===== config.mk =====
export PLATFORM = sky130hd
export DESIGN_NAME = commit_trace_buffer
export DESIGN_NICKNAME = d
export VERILOG_FILES = /design/src/rtl/riscv_pkg.sv /design/src/rtl/trace_pkg.sv /design/src/rtl/trace_ring_mem.sv /design/src/rtl/commit_trace_buffer.sv
export SDC_FILE = /design/constraint.sdc
export NUM_CORES = 2
export LEC_CHECK = 0
export CORE_MARGIN = 3
export CORE_UTILIZATION = 57
export CTS_BUF_LIST = sky130_fd_sc_hd__clkbuf_8
export CTS_CLUSTER_SIZE = 24
export DETAILED_ROUTE_END_ITERATION = 8
export PLACE_DENSITY = 0.76
export SLEW_MARGIN = 30
export SYNTH_ARGS = -nofsm -noshare
export SYNTH_HDL_FRONTEND = slang
export SYNTH_SLANG_ARGS = --single-unit

===== constraint.sdc =====
create_clock -name clk_i -period 8.4 [get_ports clk_i]
set_clock_uncertainty 0.15 [all_clocks]
set_input_delay 0.84 -clock clk_i [delete_from_list [all_inputs] [get_ports clk_i]]
set_output_delay 0.84 -clock clk_i [all_outputs]
set_load 0.02 [all_outputs]

===== src/rtl/riscv_pkg.sv =====
// Core-wide RISC-V constants shared by the pipeline and its debug blocks.
// Latency: n/a (constants only).
// Backpressure: n/a.
package riscv_pkg;
  localparam int XLEN = 32;
endpackage


===== src/rtl/trace_pkg.sv =====
// Types for the commit trace buffer: one stored retirement record.
// Latency: n/a (types only).
// Backpressure: n/a. The ts field exists only when COMMIT_TRACE_TIMESTAMP_EN is defined.
package trace_pkg;
  localparam int TS_W = 32;

  typedef struct packed {
    logic [riscv_pkg::XLEN-1:0] pc;
    logic [riscv_pkg::XLEN-1:0] instr;
    logic [4:0]                 rd;
    logic [riscv_pkg::XLEN-1:0] rd_data;
    logic                       stall;
`ifdef COMMIT_TRACE_TIMESTAMP_EN
    logic [TS_W-1:0]            ts;
`endif
  } trace_entry_t;

  localparam int ENTRY_W = $bits(trace_entry_t);
endpackage


===== src/rtl/trace_ring_mem.sv =====
// Register-array storage for trace entries: two write ports, one async read port.
// Latency: write visible on rdata_o the cycle after the write edge; read is combinational.
// Backpressure: none; the owner guarantees the two write addresses differ.
// Ports: clk_i; we0_i/waddr0_i/wdata0_i, we1_i/waddr1_i/wdata1_i; raddr_i -> rdata_o.
module trace_ring_mem
  import trace_pkg::*;
#(
  parameter int DEPTH = 16,
  parameter int AW    = $clog2(DEPTH)
) (
  input  logic               clk_i,
  input  logic               we0_i,
  input  logic [AW-1:0]      waddr0_i,
  input  logic [ENTRY_W-1:0] wdata0_i,
  input  logic               we1_i,
  input  logic [AW-1:0]      waddr1_i,
  input  logic [ENTRY_W-1:0] wdata1_i,
  input  logic [AW-1:0]      raddr_i,
  output logic [ENTRY_W-1:0] rdata_o
);

  logic [ENTRY_W-1:0] mem [DEPTH];

  // Contents are never reset; the owner's count gates every read.
  always_ff @(posedge clk_i) begin
    if (we0_i) mem[waddr0_i] <= wdata0_i;
    if (we1_i) mem[waddr1_i] <= wdata1_i;
  end

  assign rdata_o = mem[raddr_i];

endmodule


===== src/rtl/commit_trace_buffer.sv =====
// Captures retired instructions into a circular trace buffer drained by valid/ready.
// Latency: entry written at edge N is visible on out_* after edge N (no empty bypass).
// Backpressure: none toward the core; when full, stop mode drops newest, wrap mode
//   overwrites oldest; losses are counted in drop_cnt_o and flagged in overflow_o.
// Ports: clk_i/rstn_i; ret_* retire lanes (lane 0 older); trace_en_i, filter_stall_i,
//   wrap_mode_i, flush_i controls; out_* FWFT head with out_valid_o/out_ready_i;
//   count_o, drop_cnt_o, overflow_o status. COMMIT_TRACE_TIMESTAMP_EN adds out_ts_o.
module commit_trace_buffer
  import trace_pkg::*;
#(
  parameter int XLEN  = riscv_pkg::XLEN,
  parameter int RET_W = 1,
  parameter int DEPTH = 16,
  parameter int CNT_W = 16
) (
  input  logic                       clk_i,
  input  logic                       rstn_i,
  input  logic [RET_W-1:0]           ret_valid_i,
  input  logic [RET_W*XLEN-1:0]      ret_pc_i,
  input  logic [RET_W*XLEN-1:0]      ret_instr_i,
  input  logic [RET_W*5-1:0]         ret_rd_i,
  input  logic [RET_W*XLEN-1:0]      ret_rd_data_i,
  input  logic [RET_W-1:0]           ret_stall_i,
  input  logic                       trace_en_i,
  input  logic                       filter_stall_i,
  input  logic                       wrap_mode_i,
  input  logic                       flush_i,
  output logic                       out_valid_o,
  input  logic                       out_ready_i,
  output logic [XLEN-1:0]            out_pc_o,
  output logic [XLEN-1:0]            out_instr_o,
  output logic [4:0]                 out_rd_o,
  output logic [XLEN-1:0]            out_rd_data_o,
  output logic                       out_stall_o,
`ifdef COMMIT_TRACE_TIMESTAMP_EN
  output logic [TS_W-1:0]            out_ts_o,
`endif
  output logic [$clog2(DEPTH):0]     count_o,
  output logic [CNT_W-1:0]           drop_cnt_o,
  output logic                       overflow_o
);

  localparam int AW = $clog2(DEPTH);
  localparam int CW = AW + 1;
  localparam logic [CW:0]   DEPTH_X = DEPTH[CW:0];
  localparam logic [CW-1:0] DEPTH_C = DEPTH[CW-1:0];

  logic [AW-1:0]    wr_ptr, rd_ptr;
  logic [CW-1:0]    count, count_nxt;
  logic [CNT_W-1:0] drop_cnt;
  logic             overflow;

  logic [RET_W-1:0] elig;
  logic [1:0]       n_elig, n_acc, n_drop, n_disc;
  logic             pop;
  logic [CW:0]      free, occ;
  logic [CNT_W:0]   drop_sum;

  trace_entry_t     lane_ent [RET_W];
  trace_entry_t     wr_ent0, wr_ent1, rd_ent;
  logic [ENTRY_W-1:0] rd_raw;
  logic             we0, we1;

`ifdef COMMIT_TRACE_TIMESTAMP_EN
  logic [TS_W-1:0]  ts_q;

  always_ff @(posedge clk_i or negedge rstn_i) begin
    if (!rstn_i)      ts_q <= '0;
    else if (flush_i) ts_q <= '0;
    else              ts_q <= ts_q + 1'b1;
  end
`endif

  assign elig = ret_valid_i & {RET_W{trace_en_i}} & ~({RET_W{filter_stall_i}} & ret_stall_i);
  assign pop  = out_valid_o & out_ready_i;

  always_comb begin
    for (int k = 0; k < RET_W; k++) begin
      lane_ent[k]         = '0;
      lane_ent[k].pc      = ret_pc_i[k*XLEN +: XLEN];
      lane_ent[k].instr   = ret_instr_i[k*XLEN +: XLEN];
      lane_ent[k].rd      = ret_rd_i[k*5 +: 5];
      lane_ent[k].rd_data = ret_rd_data_i[k*XLEN +: XLEN];
      lane_ent[k].stall   = ret_stall_i[k];
`ifdef COMMIT_TRACE_TIMESTAMP_EN
      lane_ent[k].ts      = ts_q;
`endif
    end
  end

  // Admission policy. occ is the would-be occupancy if every eligible lane
  // landed; a popped head is consumed, so it never counts as a discard.
  always_comb begin
    n_elig = '0;
    for (int k = 0; k < RET_W; k++) n_elig = n_elig + {1'b0, elig[k]};
    free      = DEPTH_X - {1'b0, count} + {{CW{1'b0}}, pop};
    occ       = {1'b0, count} - {{CW{1'b0}}, pop} + {{(CW-1){1'b0}}, n_elig};
    n_acc     = n_elig;
    n_drop    = '0;
    n_disc    = '0;
    count_nxt = occ[CW-1:0];
    if (wrap_mode_i) begin
      // At most two lanes arrive, so the excess is 1 or 2.
      if (occ > DEPTH_X) begin
        n_disc    = (occ == DEPTH_X + 2) ? 2'd2 : 2'd1;
        n_drop    = n_disc;
        count_nxt = DEPTH_C;
      end
    end else if ({{(CW-1){1'b0}}, n_elig} > free) begin
      // free is 0 or 1 here; the oldest lanes are the ones kept.
      n_acc     = free[1:0];
      n_drop    = n_elig - free[1:0];
      count_nxt = DEPTH_C;
    end
  end

  assign drop_sum = {1'b0, drop_cnt} + (CNT_W+1)'(n_drop);

  always_ff @(posedge clk_i or negedge rstn_i) begin
    if (!rstn_i) begin
      wr_ptr   <= '0;
      rd_ptr   <= '0;
      count    <= '0;
      drop_cnt <= '0;
      overflow <= 1'b0;
    end else if (flush_i) begin
      wr_ptr   <= '0;
      rd_ptr   <= '0;
      count    <= '0;
      drop_cnt <= '0;
      overflow <= 1'b0;
    end else begin
      wr_ptr   <= wr_ptr + AW'(n_acc);
      rd_ptr   <= rd_ptr + AW'(pop) + AW'(n_disc);
      count    <= count_nxt;
      drop_cnt <= drop_sum[CNT_W] ? '1 : drop_sum[CNT_W-1:0];
      overflow <= overflow | (n_drop != 2'd0);
    end
  end

  // Eligible lanes are packed: the oldest eligible lane always takes wr_ptr.
  generate
    if (RET_W == 2) begin : g_two_lane
      assign wr_ent0 = elig[0] ? lane_ent[0] : lane_ent[1];
      assign wr_ent1 = lane_ent[1];
    end else begin : g_one_lane
      assign wr_ent0 = lane_ent[0];
      assign wr_ent1 = lane_ent[0];
    end
  endgenerate

  assign we0 = !flush_i && (n_acc != 2'd0);
  assign we1 = !flush_i && (n_acc == 2'd2);

  trace_ring_mem #(.DEPTH(DEPTH), .AW(AW)) u_mem (
    .clk_i    (clk_i),
    .we0_i    (we0),
    .waddr0_i (wr_ptr),
    .wdata0_i (wr_ent0),
    .we1_i    (we1),
    .waddr1_i (wr_ptr + AW'(1)),
    .wdata1_i (wr_ent1),
    .raddr_i  (rd_ptr),
    .rdata_o  (rd_raw)
  );

  assign rd_ent = trace_entry_t'(rd_raw);

  assign out_valid_o   = (count != '0);
  assign out_pc_o      = out_valid_o ? rd_ent.pc    : '0;
  assign out_instr_o   = out_valid_o ? rd_ent.instr : '0;
  assign out_rd_o      = out_valid_o ? rd_ent.rd    : '0;
  assign out_rd_data_o = (out_valid_o && rd_ent.rd != 5'd0) ? rd_ent.rd_data : '0;
  assign out_stall_o   = out_valid_o ? rd_ent.stall : 1'b0;
`ifdef COMMIT_TRACE_TIMESTAMP_EN
  assign out_ts_o      = out_valid_o ? rd_ent.ts : '0;
`endif
  assign count_o       = count;
  assign drop_cnt_o    = drop_cnt;
  assign overflow_o    = overflow;

endmodule


==> results.txt <==
Worst-path clk slew - 70 ps
CP Capture Type - output pin
post-CTS resize count - 0
H-tree lvl count - 5
DR DRC count - 0
Buffers & Inverters on Critical Path - 3
share of layout cells above drive strength 1 - 0.275
crit share post-route - 0.757
Synth top area share - 0.764
final HPWL from detailed placement - 68,700 microns
Inserted Clock Buffers - 277
most frequent cell after synthesis - edfxtp_1
Finish-stage setup viols - 0
Max Cap Viol - 0
# IOs - 235
largest area contributor in the netlist - edfxtp_1
predominant post-synthesis flop cell - edfxtp_1
syn nets - 2,785
clk buf depth - 4
TritonCTS sink count - 1,662
via count - 29,800
Final ANT Viol Nets - 0
hold_ws - 182 ps
switching share of power - 0.283
max frequency - 157 MHz
Sequential Power Share - 0.437
CP top delay family - buffers and inverters
Yosys cell types - 55
Psw - 6.04 mW
initial cell density of the core - 0.577
overflow left after global routing - 0
cell internal pwr - 15.3 mW
Wirelength per Cell - 29.4 microns
DR pass1 iterations - 5
Slew @ Worst Pin - 1140 ps
VDD IR max - 299 uV
Syn. warnings - 0
#FFs+latches synth - 1,662
DRT iter0 DRCs - 3,067
Mapped Area - 64,100 sq um
gp weighted congestion - 0.820
leakage power - 22.6 nW
status - finished clean
Clk network pwr share - 0.287
die height - 341 microns
vias in the first global route - 31,500
IO Port Bufs - 234
fin util - 0.658
PD cells - 293 nW/um^2
number of setup buffers added after CTS - 0
FP Rows - 122
DR vias/cell - 6.28
Routed WL - 139,000 microns
Cells after Synth - 2,651
Mapped Avg Cell Area - 24.2 sq um
CP peak stage delay - 880 ps
asr flop ratio synth - 0.0181
max-slew violations - 0
nets - 3,213
RSZ-0062 raised after global routing - no
CP dominant cell by count - nor2b_1
CTS Hold Buffers Added - 0
Slew headroom - 0.239
clock latency on the worst-skew pair - 920 ps
Worst Path Arrival - 5370 ps
synth cell count leaders - 1,632 x edfxtp_1, 505 x mux4_2, 70 x and2_1, 70 x clkbuf_1, 45 x nor2b_1
die width - 341 microns
Post-DP Area - 68,300 sq um
CTS tree - done
Synth area leaders - edfxtp_1 76%, mux4_2 18%, dfrtp_1 1.2%
initial antenna violation count - 17
Setup CP Type - flip-flop to output pin
Hold Vio Cnt, Final - 0
Tot GR Track Use - 0.245
largest net degree at the start of global routing - 161
required time of the worst setup path - 7410 ps
EDFF count, synth - 1,632
cell chain of the critical path - buf_12 > mux4_2 > nor2b_1 > a211oi_1 > a31oi_1 > o21ai_4 > buf_4 > nor2b_1 > clkdlybuf4s50_1
Startpoint Class - flip-flop
Slowest cell on crit path - dfrtp_4
core area - 111,000 sq um
Max FO, Critical Path - 160
die area - 117,000 sq um
Hold Path Class - primary input to async pin
Root Buffer - clkbuf_8
min Tclk post-route - 6360 ps
first-pass GRT wire length - 208,000 microns
synthesis-to-layout area growth - 13.9%
combinational share of power - 0.276
sequential area share after synthesis - 0.776
Final Instance Area - 73,100 sq um
sequential cells by signal, indices dropped and copies added, names as in the netlist:
register,cells
u_mem.mem,1632
rd_ptr,4
overflow_o,1
wr_ptr,4
drop_cnt_o,16
count_o,5
per-stage QoR:
step	setup WS, ps	TNS, ps	total power, mW	cells
finish	2040	0	21.4	4748
global route	1730	0	22.3	4741
CTS	1930	0	21.6	4738
detailed placement	1860	0	15.5	4287
global placement	2180	0	15.4	4286
floorplan	-59.1	-23920	13.4	2651
worst paths after layout:
| path | slack (ps) | depth (start not counted) | startpoint | end |
|---|---|---|---|---|
| min in group clk_i | 460 | 2 | drop_cnt_o[14]$_DFF_PN0_ | drop_cnt_o[14]$_DFF_PN0_ |
| setup / recovery | 2040 | 9 | rd_ptr[1]$_DFF_PN0_ | out_rd_data_o[24] |
| hold / removal | 180 | 2 | rstn_i | count_o[1]$_DFF_PN0_ |
| max in group asynchronous | 7530 | 2 | rstn_i | rd_ptr[3]$_DFF_PN0_ |
| hold reg to reg | 460 | 2 | drop_cnt_o[14]$_DFF_PN0_ | drop_cnt_o[14]$_DFF_PN0_ |
| setup reg to reg | 2440 | 22 | count_o[3]$_DFF_PN0_ | drop_cnt_o[9]$_DFF_PN0_ |
cells by family after synthesis:
kind of cell               share of synthesized area
AOI/OAI and AO/OA                            0.00679
xor gates and xnor gates                     0.00259
adders and majority gates                    0.00527
buffers and inverters                         0.0129
DFF                                            0.776
muxes                                          0.178
and+or+nand+nor                               0.0191
metal layers:
| metal | track usage | up-vias | part of all wire |
|---|---|---|---|
| met5 | 0 | - | 0.00062 |
| li1 | - | 12200 | - |
| met3 | 0.0564 | 269 | 0.082 |
| met2 | 0.398 | 1483 | 0.51 |
| met4 | 0.0730 | 12 | 0.023 |
| met1 | 0.340 | 15900 | 0.39 |
worst register-to-register path, delay by kind of cell (launching register included):
family | cells | cell delay (ps)
and+or+nand+nor | 7 | 1630
adders and majority gates | 6 | 1870
xor gates and xnor gates | 1 | 280
DFF | 1 | 450
buffers and inverters | 4 | 370
muxes | 1 | 320
AOI/OAI and AO/OA | 3 | 730
placed cells by master (no fill, tap or decap), types with 5 or more instances in the layout:
master,instances
nor2_4,9
clkbuf_8,282
dfrtp_1,26
nor2_1,23
nand2_1,15
clkinvlp_4,6
nand4_1,5
nor2b_4,6
a211oi_1,5
buf_12,16
nor3_1,7
clkinv_1,55
buf_4,23
diode_2,9
ha_1,19
mux4_2,505
a21oi_1,24
edfxtp_1,1632
nor2b_1,39
o21ai_0,7
xor2_1,10
nand3_1,10
buf_6,6
or3_1,5
inv_1,109
and2_1,69
and3_1,8
fa_1,5
clkinv_2,20
xnor2_1,9
clkdlybuf4s50_1,234
layout make-up:
class | count | area [sq um]
clock buffers | 282 | 3880
clock inverters | 169 | 783
diodes | 9 | 22.5
repair buffers | 281 | 2960
inverters | 28 | 105
well taps | 1488 | 1860
multi-input cells | 829 | 13700
flip-flops and latches | 1662 | 49800
fillers | 6839 | 38100
power groups by stage:
stage	logic (mW)	registers, mW	clock network (mW)
after floorplan	4.02	9.43	0
after global placement	5.84	9.51	0
after detailed placement	5.94	9.52	0
after CTS	5.97	9.35	6.28
after global routing	6.27	9.36	6.67
final	5.90	9.35	6.14
Power figures use the tool's default switching activity.
